$ cat src/rtl/stream_arb_mux_n.sv
// N-input valid/ready stream multiplexer with round-robin or fixed-priority arbitration,
// optional packet locking and a single-entry registered output stage.
module stream_arb_mux_n #(
    parameter int NUM_INPUTS   = 4,
    parameter int DATA_WIDTH   = 32,
    parameter int ARB_MODE     = 0,
    parameter int LOCK_PACKETS = 1
) (
    input  logic                                   i_clk,
    input  logic                                   i_rst,
    input  logic [NUM_INPUTS-1:0]                  i_in_valid,
    output logic [NUM_INPUTS-1:0]                  o_in_ready,
    input  logic [NUM_INPUTS-1:0][DATA_WIDTH-1:0]  i_in_data,
    input  logic [NUM_INPUTS-1:0]                  i_in_last,
    output logic                                   o_out_valid,
    input  logic                                   i_out_ready,
    output logic [DATA_WIDTH-1:0]                  o_out_data,
    output logic                                   o_out_last,
    output logic [$clog2(NUM_INPUTS)-1:0]          o_out_src
);

    localparam int SEL_W = $clog2(NUM_INPUTS);

    if (NUM_INPUTS < 2) begin : g_bad_num_inputs
        $fatal(1, "stream_arb_mux_n: NUM_INPUTS must be >= 2");
    end
    if (ARB_MODE != 0 && ARB_MODE != 1) begin : g_bad_arb_mode
        $fatal(1, "stream_arb_mux_n: ARB_MODE must be 0 or 1");
    end

    logic                  out_valid_q, out_valid_d;
    logic [DATA_WIDTH-1:0] out_data_q, out_data_d;
    logic                  out_last_q, out_last_d;
    logic [SEL_W-1:0]      out_src_q, out_src_d;
    logic [SEL_W-1:0]      ptr_q, ptr_d;
    logic                  lock_q, lock_d;
    logic [SEL_W-1:0]      lock_idx_q, lock_idx_d;

    logic                  load_en;
    logic                  grant_valid;
    logic [SEL_W-1:0]      grant_idx;
    logic                  xfer;

    // Source index at a given offset from the round-robin pointer, wrapping at NUM_INPUTS.
    function automatic int rr_idx(input logic [SEL_W-1:0] ptr, input int off);
        int idx;
        idx = int'(ptr) + off;
        if (idx >= NUM_INPUTS) begin
            idx = idx - NUM_INPUTS;
        end
        return idx;
    endfunction

    assign load_en = !out_valid_q || i_out_ready;

    // Descending scans so the final assignment is the highest-priority candidate.
    always_comb begin
        grant_valid = 1'b0;
        grant_idx   = '0;
        if (lock_q) begin
            grant_valid = 1'b1;
            grant_idx   = lock_idx_q;
        end else if (ARB_MODE == 1) begin
            for (int k = NUM_INPUTS - 1; k >= 0; k--) begin
                if (i_in_valid[k]) begin
                    grant_valid = 1'b1;
                    grant_idx   = SEL_W'(k);
                end
            end
        end else begin
            for (int i = NUM_INPUTS - 1; i >= 0; i--) begin
                if (i_in_valid[rr_idx(ptr_q, i)]) begin
                    grant_valid = 1'b1;
                    grant_idx   = SEL_W'(rr_idx(ptr_q, i));
                end
            end
        end
    end

    always_comb begin
        o_in_ready = '0;
        for (int k = 0; k < NUM_INPUTS; k++) begin
            o_in_ready[k] = !i_rst && load_en && grant_valid && (grant_idx == SEL_W'(k));
        end
    end

    assign xfer = |(i_in_valid & o_in_ready);

    always_comb begin
        out_valid_d = out_valid_q;
        out_data_d  = out_data_q;
        out_last_d  = out_last_q;
        out_src_d   = out_src_q;
        lock_d      = lock_q;
        lock_idx_d  = lock_idx_q;
        ptr_d       = ptr_q;

        if (xfer) begin
            out_valid_d = 1'b1;
            out_data_d  = i_in_data[grant_idx];
            out_last_d  = i_in_last[grant_idx];
            out_src_d   = grant_idx;
        end else if (i_out_ready) begin
            out_valid_d = 1'b0;
        end

        if (LOCK_PACKETS != 0 && xfer) begin
            lock_d     = !i_in_last[grant_idx];
            lock_idx_d = grant_idx;
        end

        // Pointer only advances once the source releases the grant.
        if (ARB_MODE == 0 && xfer && !lock_d) begin
            ptr_d = (grant_idx == SEL_W'(NUM_INPUTS - 1)) ? '0 : grant_idx + SEL_W'(1);
        end
    end

    always_ff @(posedge i_clk) begin
        if (i_rst) begin
            out_valid_q <= 1'b0;
            out_data_q  <= '0;
            out_last_q  <= 1'b0;
            out_src_q   <= '0;
            ptr_q       <= '0;
            lock_q      <= 1'b0;
            lock_idx_q  <= '0;
        end else begin
            out_valid_q <= out_valid_d;
            out_data_q  <= out_data_d;
            out_last_q  <= out_last_d;
            out_src_q   <= out_src_d;
            ptr_q       <= ptr_d;
            lock_q      <= lock_d;
            lock_idx_q  <= lock_idx_d;
        end
    end

    assign o_out_valid = out_valid_q;
    assign o_out_data  = out_data_q;
    assign o_out_last  = out_last_q;
    assign o_out_src   = out_src_q;

endmodule

$ cat config.mk
export PLATFORM = sky130hd
export DESIGN_NAME = stream_arb_mux_n
export DESIGN_NICKNAME = d
export VERILOG_FILES = /design/src/rtl/stream_arb_mux_n.sv
export SDC_FILE = /design/constraint.sdc
export NUM_CORES = 1
export LEC_CHECK = 0
export ABC_AREA = 1
export CAP_MARGIN = 20
export CELL_PAD_IN_SITES_DETAIL_PLACEMENT = 2
export CELL_PAD_IN_SITES_GLOBAL_PLACEMENT = 2
export CORE_ASPECT_RATIO = 0.75
export CORE_UTILIZATION = 16
export CTS_BUF_LIST = sky130_fd_sc_hd__clkbuf_8
export CTS_CLUSTER_SIZE = 20
export DETAILED_ROUTE_END_ITERATION = 6
export PLACE_DENSITY_LB_ADDON = 0.1
export SYNTH_ARGS = -nofsm -noshare
export SYNTH_HDL_FRONTEND = slang
export SYNTH_SLANG_ARGS = --single-unit
$ cat constraint.sdc
create_clock -name i_clk -period 2.6 [get_ports i_clk]
set_clock_uncertainty 0.1 [all_clocks]
set_input_delay 0.65 -clock i_clk [delete_from_list [all_inputs] [get_ports i_clk]]
set_output_delay 0.65 -clock i_clk [all_outputs]
set_load 0.01 [all_outputs]
* Word level (Yosys, flattened, before mapping) *
Index checks and enable logic that the tools add are counted.

word-level totals
  register bits after elaboration = 39

operators by class
  add/sub/neg operators = 8
  order comparisons = 9
  equal/unequal tests = 3
  mux-type cells = 38
  bitwise gates (word level) = 1
  reduce and logical (&&, ||, !) cells = 15

operators with widths
  operator                                                           number
  two-way mux 32 bit                                                 9
  < comparator 32 x 4 -> 1 bit, second input constant                4
  binary-select mux 32 bit (select 2 bit)                            1
  two-way mux 1 bit                                                  17
  two-way mux 2 bit                                                  6
  subtractor 3 x 3 -> 4 bit, second input constant                   3
  binary-select mux 1 bit (select 2 bit)                             5
  greater-or-equal comparator 3 bit, second input constant           3
  logical AND 1 bit                                                  7
  adder 2 x 2 -> 3 bit, second input constant                        2
  bitwise AND 4 bit                                                  1
  == test 2 bit, second input constant                               2
  zero test 1 bit                                                    4
  OR reduction 4 bit                                                 1
  subtractor 2 x 3 -> 4 bit, second input constant                   1
  adder 2 x 1 -> 3 bit, second input constant                        1
  greater-or-equal comparator 2 x 3 -> 1 bit, second input constant  1
  < comparator 2 x 3 -> 1 bit, second input constant                 1
  adder 2 x 1 -> 2 bit, second input constant                        1
  == test 2 x 1 -> 1 bit, second input constant                      1
  zero test 2 bit                                                    1
  nonzero test 2 bit                                                 1
  logical OR 1 bit                                                   1

* Logic depth before layout (Yosys ltp) *
Gate-level depths: netlist (run 1).

  depth after elaboration = 19
  depth in mapped cells = 23

* Worst setup path before layout (run 1) *
Ideal clock, no wire load.

  kind = input to register
  start point = input port i_in_valid[0]
  end point = register out_data_q[12], in the netlist o_out_data[12]
  arrival = 2.731 ns
  data required time = 2.430 ns
  path slack = -0.301 ns
  stages = 21
  path buffers = 4
  cell sequence = inv_1 nand2_1 nand3_1 nand3_1 nand3_1 nand2_1 nand2_1 nand2_1 buf_2 clkbuf_1 ha_1 inv_1 nor2_1 nand2_1 nand2_2 inv_2 nand2_2 buf_6 buf_8 nand2_2 a21oi_2

on the way
  word-level cells in the longest chain between the ends = 12
  elaborated cells between the ends (all ways) = 35
  those cells by class = eq/ne (3); mux (24); bitwise (1); reduce/logical (7)

RTL lines
  element                                                                     RTL line  RTL
  start: declaration                                                          11        input logic [NUM_INPUTS-1:0] i_in_valid,
  binary-select mux 1 bit (select 2 bit)                                      72        if (i_in_valid[rr_idx(ptr_q, i)]) begin
  two-way mux 1 bit (not written as such) (2 in a row)                        72
  two-way mux 2 bit / two-way mux 1 bit (equally long branches) (4 in a row)  72
  two-way mux 2 bit / two-way mux 1 bit (equally long branches)               60        if (lock_q) begin
  == test 2 bit / logical AND 1 bit (equally long branches)                   83        o_in_ready[k] = !i_rst && load_en && grant_valid && (grant_idx == SEL_W'(k));
  logical AND 1 bit *                                                         83
  via o_in_ready[3]                                                           12        output logic [NUM_INPUTS-1:0] o_in_ready,
  bitwise AND 4 bit *                                                         87        assign xfer = |(i_in_valid & o_in_ready);
  OR reduction 4 bit *                                                        87
  end signal: assignment                                                      129       out_data_q <= out_data_d;
  end: declaration                                                            32        logic [DATA_WIDTH-1:0] out_data_q, out_data_d;

Mark *: on every way through the listed nets, which the timed path passes. The rest lies on a longest branch. The select of a mux whose other input is x is not followed.
A chain may end at the register's enable or synchronous reset.

* Worst setup path in the final report (run 1) *
  start point = input port i_in_valid[1]
  end point = output port o_in_ready[3]

on the way
  word-level cells in the longest chain between the ends = 10
  elaborated cells between the ends (all ways) = 25
  those cells by class = eq/ne (1); mux (22); reduce/logical (2)

RTL lines
  element                                                                     RTL line
  binary-select mux 1 bit (select 2 bit)                                      72
  two-way mux 1 bit (not written as such) (2 in a row)                        72
  two-way mux 2 bit / two-way mux 1 bit (equally long branches) (4 in a row)  72
  two-way mux 2 bit / two-way mux 1 bit (equally long branches)               60
  == test 2 bit / logical AND 1 bit (equally long branches)                   83
  logical AND 1 bit *                                                         83
  end: declaration                                                            12

Every way passes the cells marked *; elsewhere a longest branch is shown, timed or not. The select of a mux whose other input is x is not followed.

==> results of run 1 <==
where the power goes:
part	internal, mW	switching, mW
registers	0.826	0.155
clock network	0.281	0.230
logic	3.00	3.77
total	4.11	4.16
worst reg2reg max path, stage by stage, from the launching register on:
cell and delay, ps:
dfxtp_4 400, buf_8 150, nand2_4 60, o21ai_4 50
nand2_1 80, nand2_2 80, inv_2 50, nand2_2 80
nand2_2 60, nand2_2 90, nor2_4 40, nor2_4 160
ha_4 170, inv_4 40, nor2_4 80, nand2_1 70
nand2_2 120, nor2_4 60, buf_12 140, buf_4 140
buf_12 130, nor2_1 100, nor2_1 50
layer usage:
layer | track usage [%] | share of wire (%) | vias up | wire (um)
met2 | 26.4 | 44 | 117 | 7120
met3 | 5.60 | 8.9 | 4 | 1420
li1 | - | - | 2073 | -
met1 | 20.0 | 46 | 1918 | 7430
met4 | 1.56 | 0.32 | 0 | 51
met5 | 0 | 0 | - | 0
repair_timing:
item	4_1_cts	5_1_grt
setup endpoints to repair	43	43
resized for setup	84	69
pin swaps	21	14
buffers inserted	7	9
hold buffers	0	0
gates cloned	0	5
sequential cells by signal (all words and copies together) (netlist names):
register,cells
lock_q,1
o_out_last,1
o_out_data,32
o_out_valid,1
o_out_src,2
ptr_q,2
layout make-up:
cell class	count	area share (%)
Timing Repair Buffer	229	40.7
Clock buffer	5	1.16
Multi-Input combinational cell	428	36.9
Tap cell	242	5.08
Inverter	30	2.27
Clock inverter	2	0.630
Sequential cell	39	13.2
cells in the mapped netlist (all sizes together):
master  number
nor2       168
nand2      142
o21ai       77
dfxtp       39
inv         30
buf         20
nand3       18
clkbuf      13
a21oi       12
o211ai       8
ha           1
nand3b       1
nor3         1
logic make-up after synthesis:
kind of cell / Yosys count / synth area share, %
buffers and inverters: 63 / 9.95
flip-flops: 39 / 26.5
adder cells (fa/ha/maj): 1 / 0.425
AO/OA/AOI/OAI: 97 / 18.2
AND/OR/NAND/NOR: 330 / 44.9
metrics by stage:
step                      utilization, %  hold WS (ps)
after floorplan                        -           387
after global placement              29.2           360
after detailed placement            29.2           371
after CTS                           30.9           386
after global routing                33.4           403
final                               33.4           384
cells in the final DEF, fill, tap and decap left out, types with 2 or more instances in the layout:
master	n
inv_1	19
buf_2	3
inv_2	5
clkdlybuf4s50_1	170
clkbuf_16	5
o21ai_0	46
nand2_4	13
o211ai_1	8
a21oi_2	8
nand2_1	102
buf_6	10
clkbuf_8	5
buf_4	27
inv_4	4
nand2_2	26
o21ai_2	4
nand3_1	9
buf_12	9
a21oi_1	4
dfxtp_1	37
nand3_4	4
nor2_1	145
nor2_4	6
nor2_2	17
nand3_2	5
buf_8	4
o21ai_1	26
dfxtp_4	2
path summary, 6_finish.rpt:
check | start | slack (ps) | end | cells after the start
min | o_out_data[31] | 380 | o_out_data[31] | 2
max reg2reg | ptr_q[0] | 0 | o_out_data[11] | 22
max | i_in_valid[1] | -140 | o_in_ready[3] | 14
min reg2reg | o_out_data[31] | 380 | o_out_data[31] | 2
==> metrics.md, run 1 <==
| Metric | Value |
|---|---|
| Die Wd | 159 um |
| CP top delay family | simple AND/OR/NAND/NOR gates |
| Post-Syn Instances | 530 |
| Post-synthesis register bit count | 39 |
| Diodes inserted | 0 |
| Post-Synthesis Cell Area | 2940 um^2 |
| Clock Path Buffers | 2 |
| # clock sinks | 39 |
| NumNets Final | 873 |
| Top cells by area, synth | dfxtp_1 (27%), nor2_1 (21%), nand2_1 (16%) |
| Final Hold Vio Count | 0 |
| Final WS setup | -137 ps |
| Place WS | -1110 ps |
| Crit path cell chain | buf_4 -> nand2_1 -> nand2_4 -> nand2_4 -> nand3_2 -> nand2_2 -> nand2_2 -> nand2_2 -> nor2_4 -> nor2_4 -> ha_4 -> inv_4 -> nor2_4 -> buf_6 |
| Largest net degree at the start of global routing | 40 |
| Clock transition at the registers of the reported paths | 90 ps |
| Buffers added on ports | 178 |
| Worst Path Required | 1850 ps |
| Seq. cell area | 788 um^2 |
| Min Clock Period, post-route | 2740 ps |
| Fin cells | 975 |
| Multi-input combinational cell area | 2200 um^2 |
| Failing checks | setup timing |
| Drt total wl | 16000 um |
| Crit path DAT | 1990 ps |
| Slowest cell delay on critical path | 170 ps |
| Placed cell areas | 5200 um^2 |
| Sequential share of the synthesized area | 26.5% |
| Syn Area/Cell | 5.55 um^2 |
| Period utilisation layout | 105% |
| GPL Wtd Cong | 0.765 |
| Post-route total power | 8.27 mW |
| H-tree level count | 2 |
| Clock root cell | clkbuf_8 |
| Synth top area share | 26.5% |
| CP bufs+invs | 3 |
| Worst-path fanout max | 4 |
| Worst setup SP type | primary input |
| Layout cells sized above 1 | 22.6% |
| # rows | 42 |
| Worst path slowest cell | ha_4 |
| Warning count from the yosys run | 0 |
| Area Overhead vs Synth | 102% |
| I/O pin cnt | 179 |
| Fill cell count | 2090 |
| Inst Count DP | 948 |
| Slew HR | 76.8% |
| CTS tree | yes |
| Vias | 4112 |
| DRC Markers | 0 |
| Peak VDD IR | 0.000438 V |
| Post-synth top area cell | dfxtp_1 |
| Worst skew pair latency | 290 ps |
| Vias per cell | 4.22 |
| Status | finished with violations |
| Vias in the first global route | 4455 |
| Grt total ovfl | 0 |
| Die Height | 119 um |
| DR iter-0 viols | 164 |
| Initial core utilization | 16.5% |
| Design Area, Final | 5960 um^2 |
| Post-synthesis net count | 670 |
| Initial antenna violation count | 0 |
| Final Max Tran Viols | 0 |
| Final HPWL DP | 11500 um |
| Wirelength per Cell | 16.4 um |
| Leak Pwr | 2.53 nW |
| Setup Viol. Count Final | 12 |
| TritonCTS buffer count | 5 |
| Hold Crit Class | reg -> reg |
| Worst Tran Pin Value | 348 ps |
| First-pass GRT wire length | 23300 um |
| Drt pass-1 iters | 4 |
| RSZ-0062 raised after global routing | true |
| Die area | 18900 um^2 |
| Distinct cells, synth | 25 |
| WS Path Type | in -> out |
| Max-Cap Viols | 0 |
| TNS Setup | -348 ps |
| Crit path capture type | output pin |
| Final ANT Viol Nets | 0 |
| Fmax | 365 MHz |
| PwrDens | 1390 nW/um^2 |
| Total GRT Usage | 15.8% |
| CORE AREA | 17800 um^2 |
Note: power is estimated with default switching activity, not from simulation.
==> run 2, diff against run 1 <==
--- a/config.mk
+++ b/config.mk
@@ -5,12 +5,11 @@
 export SDC_FILE = /design/constraint.sdc
 export NUM_CORES = 1
 export LEC_CHECK = 0
-export ABC_AREA = 1
 export CAP_MARGIN = 20
 export CELL_PAD_IN_SITES_DETAIL_PLACEMENT = 2
 export CELL_PAD_IN_SITES_GLOBAL_PLACEMENT = 2
 export CORE_ASPECT_RATIO = 0.75
-export CORE_UTILIZATION = 16
+export CORE_UTILIZATION = 15
 export CTS_BUF_LIST = sky130_fd_sc_hd__clkbuf_8
 export CTS_CLUSTER_SIZE = 20
 export DETAILED_ROUTE_END_ITERATION = 6
==> metrics.md, run 2 <==
| Metric | Value |
|---|---|
| Synth top area share | 30.5% (+4.0 points) |
| Max-Cap Viols | 0 (unchanged) |
| PwrDens | 872 nW/um^2 (-37%) |
| Failing checks | setup timing |
| Commonest non-fill, non-tap cell in the layout | clkdlybuf4s50_1 |
| Vias in the first global route | 3956 (-11%) |
| H-tree level count | 2 (unchanged) |
| Layout cells sized above 1 | 23.3% (+0.65 points) |
| Most common cell in the netlist | nand2_1 |
| Drt pass-1 iters | 4 (unchanged) |
| NumNets Final | 770 (-12%) |
| Hold Crit Class | reg -> reg |
| Synth async-reset ratio | 0% (unchanged) |
| Final HPWL DP | 10500 um (-8.3%) |
| Status | finished with violations |
| Peak VDD IR | 0.000292 V (-33%) |
| TritonCTS buffer count | 5 (unchanged) |
| Setup Viol. Count Final | 20 (+8) |
| Min Clock Period, post-route | 2680 ps (-60.9 ps) |
| Final WS setup | -76.0 ps (+60.9 ps) |
| GPL Wtd Cong | 0.795 (+4.0%) |
| # clock sinks | 39 (unchanged) |
| M2 GR Usage | 27.5% (+1.1 points) |
| EDFF count, synth | 0 (unchanged) |
| Worst Path Required | 1850 ps (about the same) |
| Warning count from the yosys run | 0 (unchanged) |
| Period utilisation layout | 103% (-2.3 points) |
| Grt met3 use | 5.77% (+0.16 points) |
| Largest net degree at the start of global routing | 40 (unchanged) |
| Syn Area/Cell | 6.04 um^2 (+8.8%) |
| Sequential share of the synthesized area | 30.5% (+4.0 points) |
| Clock transition at the registers of the reported paths | 80 ps (about the same) |
| Post-Syn Instances | 424 (-20%) |
| Fill cell count | 1893 (-9.4%) |
| CORE AREA | 16400 um^2 (-8.1%) |
| Clock Path Buffers | 2 (unchanged) |
| Worst skew pair latency | 300 ps (about the same) |
| Area Overhead vs Synth | 114% |
| Post-synthesis register bit count | 39 (unchanged) |
| CTS tree | yes |
| Fmax | 374 MHz (+2.3%) |
| Post-Synthesis Cell Area | 2560 um^2 (-13%) |
| Wirelength per Cell | 18.0 um (+9.5%) |
| R2r worst-path depth | 9 (-59%) |
| Vias per cell | 4.44 (+5.2%) |
| Top cells by count, synth | nand2_1 (168), a21oi_1 (102), dfxtp_1 (39), o21ai_0 (36), clkbuf_1 (27) |
| Total GRT Usage | 16.1% (+0.30 points) |
| Final Max Tran Viols | 0 (unchanged) |
| I/O pin cnt | 179 (unchanged) |
| # rows | 40 (-4.8%) |
| Hold Path Stages | 2 (unchanged) |
| Worst setup SP type | primary input |
| Hold Slack | 356 ps (-28.1 ps) |
| WS Path Type | in -> out |
| Grt total ovfl | 0 (unchanged) |
| Buffers added on ports | 178 (unchanged) |
| CTS Hold Bufs | 0 (unchanged) |
| Commonest cells after routing, fill and taps aside | clkdlybuf4s50_1 (168), nand2_1 (154), a21oi_1 (89), dfxtp_1 (38), buf_4 (37) |
| DRC Markers | 0 (unchanged) |
| Initial antenna violation count | 1 (+1) |
| Synth Flop Type | dfxtp_1 |
| Clock root cell | clkbuf_8 |
| Die area | 17600 um^2 (-7.1%) |
| Post-synth top area cell | dfxtp_1 |
| Crit path DAT | 1930 ps (-60 ps) |
| Distinct cells, synth | 35 (+40%) |
| Drt total wl | 15200 um (-5.4%) |
| RSZ-0062 raised after global routing | true |
| Post-synthesis net count | 564 (-16%) |
| Vias | 3736 (-9.1%) |
| Leak Pwr | 2.11 nW (-17%) |
| Slew HR | 63.0% (-14 points) |
| Crit path capture type | output pin |
| Final Hold Vio Count | 0 (unchanged) |
| Top cells by area, synth | dfxtp_1 (30%), nand2_1 (25%), a21oi_1 (20%) |
| Worst Tran Pin Value | 556 ps (+207 ps) |
| Final ANT Viol Nets | 0 (unchanged) |
| Die Height | 115 um (-3.6%) |
| Post-route total power | 4.79 mW (-42%) |
| Largest register FFs | 32 (unchanged) |
| GR Util met1 | 19.7% (-0.28 points) |
| Worst-path fanout max | 5 (+1) |
| Initial core utilization | 15.6% (-0.87 points) |
| First-pass GRT wire length | 21900 um (-5.8%) |
| Die Wd | 153 um (-3.6%) |
| Global route hottest layer | met2 |
| DR iter-0 viols | 97 (-41%) |
## run 2: cell count changes after synthesis, moves of 4 or more
cell | before | now
buf_2 | 11 | 1
nor2_1 | 165 | 4
nand2b_1 | 0 | 4
nand2_2 | 13 | 0
a21oi_1 | 4 | 102
inv_2 | 5 | 0
inv_1 | 25 | 5
nand2_1 | 129 | 168
o21ai_0 | 55 | 36
clkbuf_1 | 12 | 27
nand3_1 | 17 | 0
a21oi_2 | 8 | 0
o21ai_1 | 22 | 0
o211ai_1 | 8 | 1
## run 2: kinds of logic (layout without fill, tap and decap cells)
group	count (synthesis)	after routing	synth area share [%]
AO/OA/AOI/OAI	150	150	31.0
buffers and inverters	40	247	6.45
adder cells (fa/ha/maj)	1	1	0.488
other	0	1	0
multiplexers	4	4	1.95
AND/OR/NAND/NOR	190	190	29.7
flip-flops	39	39	30.5
## run 2: path summary, 6_finish.rpt
check,from,end,slack (ps)
min,o_out_data[4],o_out_data[4],360
min reg2reg,o_out_data[4],o_out_data[4],360
max reg2reg,ptr_q[1],ptr_q[1],10
max,i_in_valid[1],o_in_ready[3],-80
## run 2: per-layer routing
metal	wire length [um]	share of wire [%]
met1	6890	45
met2	7050	47
met3	1110	7.3
met4	103	0.68
met5	0	0
## run 2: timing repair
action	CTS	global route
setup buffers	8	9
setup endpoints to repair	43	41
cloned	0	5
pin swaps	13	32
resized for setup	62	105
hold endpoints to repair	0	0
## run 2: metrics by stage
| step | instances | setup WS, ps | TNS, ps | utilization (%) | cell area, um^2 |
|---|---|---|---|---|---|
| finish | 842 | -76.0 | -609 | 33.5 | 5490 |
| detailed placement | 811 | -1110 | -36940 | 29.4 | 4810 |
| global placement | 811 | -917 | -32220 | 29.4 | 4810 |
| floorplan | 424 | -498 | -13760 | - | 2630 |
| global route | 841 | -136 | -2650 | 33.5 | 5490 |
| CTS | 827 | -64.9 | -270 | 30.7 | 5020 |
## run 2: final cells by class
| cell class | count | area, um^2 | share of cell area, % |
|---|---|---|---|
| well taps | 210 | 263 | 4.79 |
| multi-input cells | 345 | 1980 | 36.0 |
| clock buffers | 5 | 68.8 | 1.25 |
| diodes | 1 | 2.50 | 0.0456 |
| flip-flops and latches | 39 | 782 | 14.2 |
| clock inverters | 3 | 12.5 | 0.228 |
| repair buffers | 233 | 2350 | 42.8 |
| inverters | 6 | 32.5 | 0.593 |
## run 2: report_power, final
part | switching (mW) | leakage, nW | internal [mW] | total [mW]
Clock | 0.242 | 0.0505 | 0.181 | 0.424
Sequential | 0.157 | 0.318 | 0.808 | 0.965
Combinational | 1.82 | 1.74 | 1.58 | 3.40
## run 2: worst max-delay path, cell delays in order
cell and delay (ps):
buf_8 100, a21boi_2 150, a211oi_2 240, o221ai_2 160
nand2_2 140, clkinv_4 100, ha_4 180, inv_4 60
nor2_4 30, buf_6 110
==> run 3, diff against run 2 <==
--- a/config.mk
+++ b/config.mk
@@ -9,11 +9,14 @@
 export CELL_PAD_IN_SITES_DETAIL_PLACEMENT = 2
 export CELL_PAD_IN_SITES_GLOBAL_PLACEMENT = 2
 export CORE_ASPECT_RATIO = 0.75
+export CORE_MARGIN = 5
 export CORE_UTILIZATION = 15
 export CTS_BUF_LIST = sky130_fd_sc_hd__clkbuf_8
 export CTS_CLUSTER_SIZE = 20
 export DETAILED_ROUTE_END_ITERATION = 6
+export HOLD_SLACK_MARGIN = 0.02
 export PLACE_DENSITY_LB_ADDON = 0.1
+export SKIP_LAST_GASP = 1
 export SYNTH_ARGS = -nofsm -noshare
 export SYNTH_HDL_FRONTEND = slang
 export SYNTH_SLANG_ARGS = --single-unit
==> metrics.md, run 3 (synthesis results as in run 2) <==
| Metric | Value |
|---|---|
| Worst setup SP type | primary input |
| Final Max Tran Viols | 0 (unchanged) |
| Die Wd | 161 um (+5.2%) |
| HP Start | o_out_data[15] |
| Final core occ | 31.6% (-1.9 points) |
| Layout cells sized above 1 | 19.0% (-4.3 points) |
| Hold Crit Class | reg -> reg |
| Drt pass-1 iters | 4 (unchanged) |
| Hold Path Stages | 2 (unchanged) |
| Crit path DAT | 1870 ps (-60 ps) |
| Design Area, Final | 5300 um^2 (-3.4%) |
| Vias in the first global route | 4144 (+4.8%) |
| Failing checks | setup timing |
| RSZ-0062 raised after global routing | true |
| Worst-path fanout max | 7 (+2) |
| Final ANT Viol Nets | 0 (unchanged) |
| R2r worst-path depth | 14 (+5) |
| Peak VDD IR | 0.000273 V (-6.3%) |
| Clock transition at the registers of the reported paths | 70 ps (about the same) |
| Clock Path Buffers | 2 (unchanged) |
| Worst skew pair latency | 300 ps (about the same) |
| Final HPWL DP | 11200 um (+6.0%) |
| Worst Tran Pin Value | 567 ps (+11.8 ps) |
| Initial core utilization | 15.3% (-0.38 points) |
| Setup Viol. Count Final | 2 (-90%) |
| Worst R2R End | o_out_data[24] |
| Area Overhead vs Synth | 107% |
| # clock sinks | 39 (unchanged) |
| Buffers added on ports | 178 (unchanged) |
| Max-Cap Viols | 0 (unchanged) |
| Slew HR | 62.2% (-0.79 points) |
| Diodes inserted | 0 (-1) |
| Commonest non-fill, non-tap cell in the layout | clkdlybuf4s50_1 |
| CTS tree | yes |
| Worst Path Required | 1850 ps (about the same) |
| Total GRT Usage | 15.1% (-1.0 points) |
| Final Hold Vio Count | 0 (unchanged) |
| Leak Pwr | 2.03 nW (-3.4%) |
| DR iter-0 viols | 72 (-26%) |
| # rows | 41 (+2.5%) |
| Die Height | 123 um (+6.9%) |
| Grt total ovfl | 0 (unchanged) |
| Drt total wl | 15700 um (+3.4%) |
| First-pass GRT wire length | 23500 um (+7.2%) |
| Min Clock Period, post-route | 2620 ps (-52.2 ps) |
| H-tree level count | 2 (unchanged) |
| PwrDens | 858 nW/um^2 (-1.6%) |
| Die area | 19800 um^2 (+13%) |
| Vias | 3656 (-2.1%) |
| Fmax | 381 MHz (+2.0%) |
| Vias per cell | 4.40 (-0.85%) |
| Largest register FFs | 32 (unchanged) |
| Final WS setup | -23.8 ps (+52.2 ps) |
| GPL Wtd Cong | 0.742 (-6.6%) |
| I/O pin cnt | 179 (unchanged) |
| CORE AREA | 16800 um^2 (+2.5%) |
| Status | finished with violations |
| Placed cell areas | 4770 um^2 (-0.83%) |
| Worst R2R Setup Slack | 60 ps (+50 ps) |
| Commonest cells after routing, fill and taps aside | clkdlybuf4s50_1 (168), nand2_1 (149), a21oi_1 (85), dfxtp_1 (36), o21ai_0 (33) |
| TritonCTS buffer count | 5 (unchanged) |
| WS Path Type | in -> out |
| Period utilisation layout | 101% (-2.0 points) |
| NumNets Final | 755 (-1.9%) |
| FF-to-FF Start | ptr_q[1] |
| Wirelength per Cell | 18.9 um (+4.8%) |
| Largest net degree at the start of global routing | 69 (+73%) |
| Initial antenna violation count | 0 (-1) |
| DRC Markers | 0 (unchanged) |
| Crit path capture type | output pin |
| Hold Path End | o_out_data[15] |
| Clock root cell | clkbuf_8 |
## run 3: changes by cell type in the layout (fill, tap and decap cells not counted), moves of 3 or more
| cell | before | now |
|---|---|---|
| a21oi_1 | 89 | 85 |
| a21oi_2 | 13 | 17 |
| buf_12 | 3 | 6 |
| buf_4 | 37 | 22 |
| nand2_1 | 154 | 149 |
| nand2_4 | 6 | 9 |
| o21ai_0 | 3 | 33 |
| o21ai_1 | 9 | 2 |
| o21ai_2 | 21 | 0 |
## run 3: metrics by stage
step	power, mW	setup slack [ps]	hold slack (ps)	TNS, ps	std cells
after floorplan	2.27	-498	376	-13760	424
after global placement	3.61	-947	338	-36330	811
after detailed placement	3.66	-1020	349	-40300	811
after CTS	4.32	-18.3	362	-61.5	827
after global routing	4.93	-122	377	-3150	831
final	4.55	-23.8	360	-40.5	831
## run 3: cell type report
class                      instances  area [um^2]
fill                            1944        11500
timing repair buffer             218         2240
multi-input combinational        345         1890
sequential                        39          787
tap                              215          269
clock buffer                       5         68.8
inverter                           6         30.0
clock inverter                     3         12.5
## run 3: routing by layer
| metal | share of wire, % | track usage, % | up-vias |
|---|---|---|---|
| li1 | - | - | 1798 |
| met1 | 45 | 18.8 | 1762 |
| met2 | 47 | 25.7 | 85 |
| met3 | 6.7 | 5.26 | 11 |
| met4 | 1.0 | 2.72 | 0 |
| met5 | 0 | 0 | - |
## run 3: repair_timing
item,4_1_cts,5_1_grt
gates cloned,1,2
pin swaps,9,31
hold buffers,0,0
setup endpoints to repair,43,42
setup buffers,7,3
resized for setup,63,63
## run 3: worst max path at each step
stage	to	start	slack, ps	depth (start not counted)
finish	o_in_ready[3]	i_in_valid[2]	-20	10
global route	o_in_ready[3]	i_in_valid[0]	-120	10
CTS	o_in_ready[3]	i_in_valid[3]	-20	10
detailed placement	o_in_ready[3]	i_in_valid[2]	-1020	10
global placement	o_in_ready[0]	i_in_valid[2]	-950	8
floorplan	ptr_q[1]	i_in_valid[2]	-500	14
## run 3: report_power, final
part           leakage, nW  switching (mW)  internal [mW]  total [mW]
sequential           0.319           0.176          0.811       0.988
clock               0.0505           0.227          0.181       0.408
combinational         1.66            1.68           1.48        3.15
## run 3: critical path: stages
cell	delay [ps]
buf_12	110
and3b_1	220
a211oi_2	50
o221ai_2	220
nand2_2	130
inv_4	100
ha_4	140
inv_4	40
nor2_4	100
buf_6	110
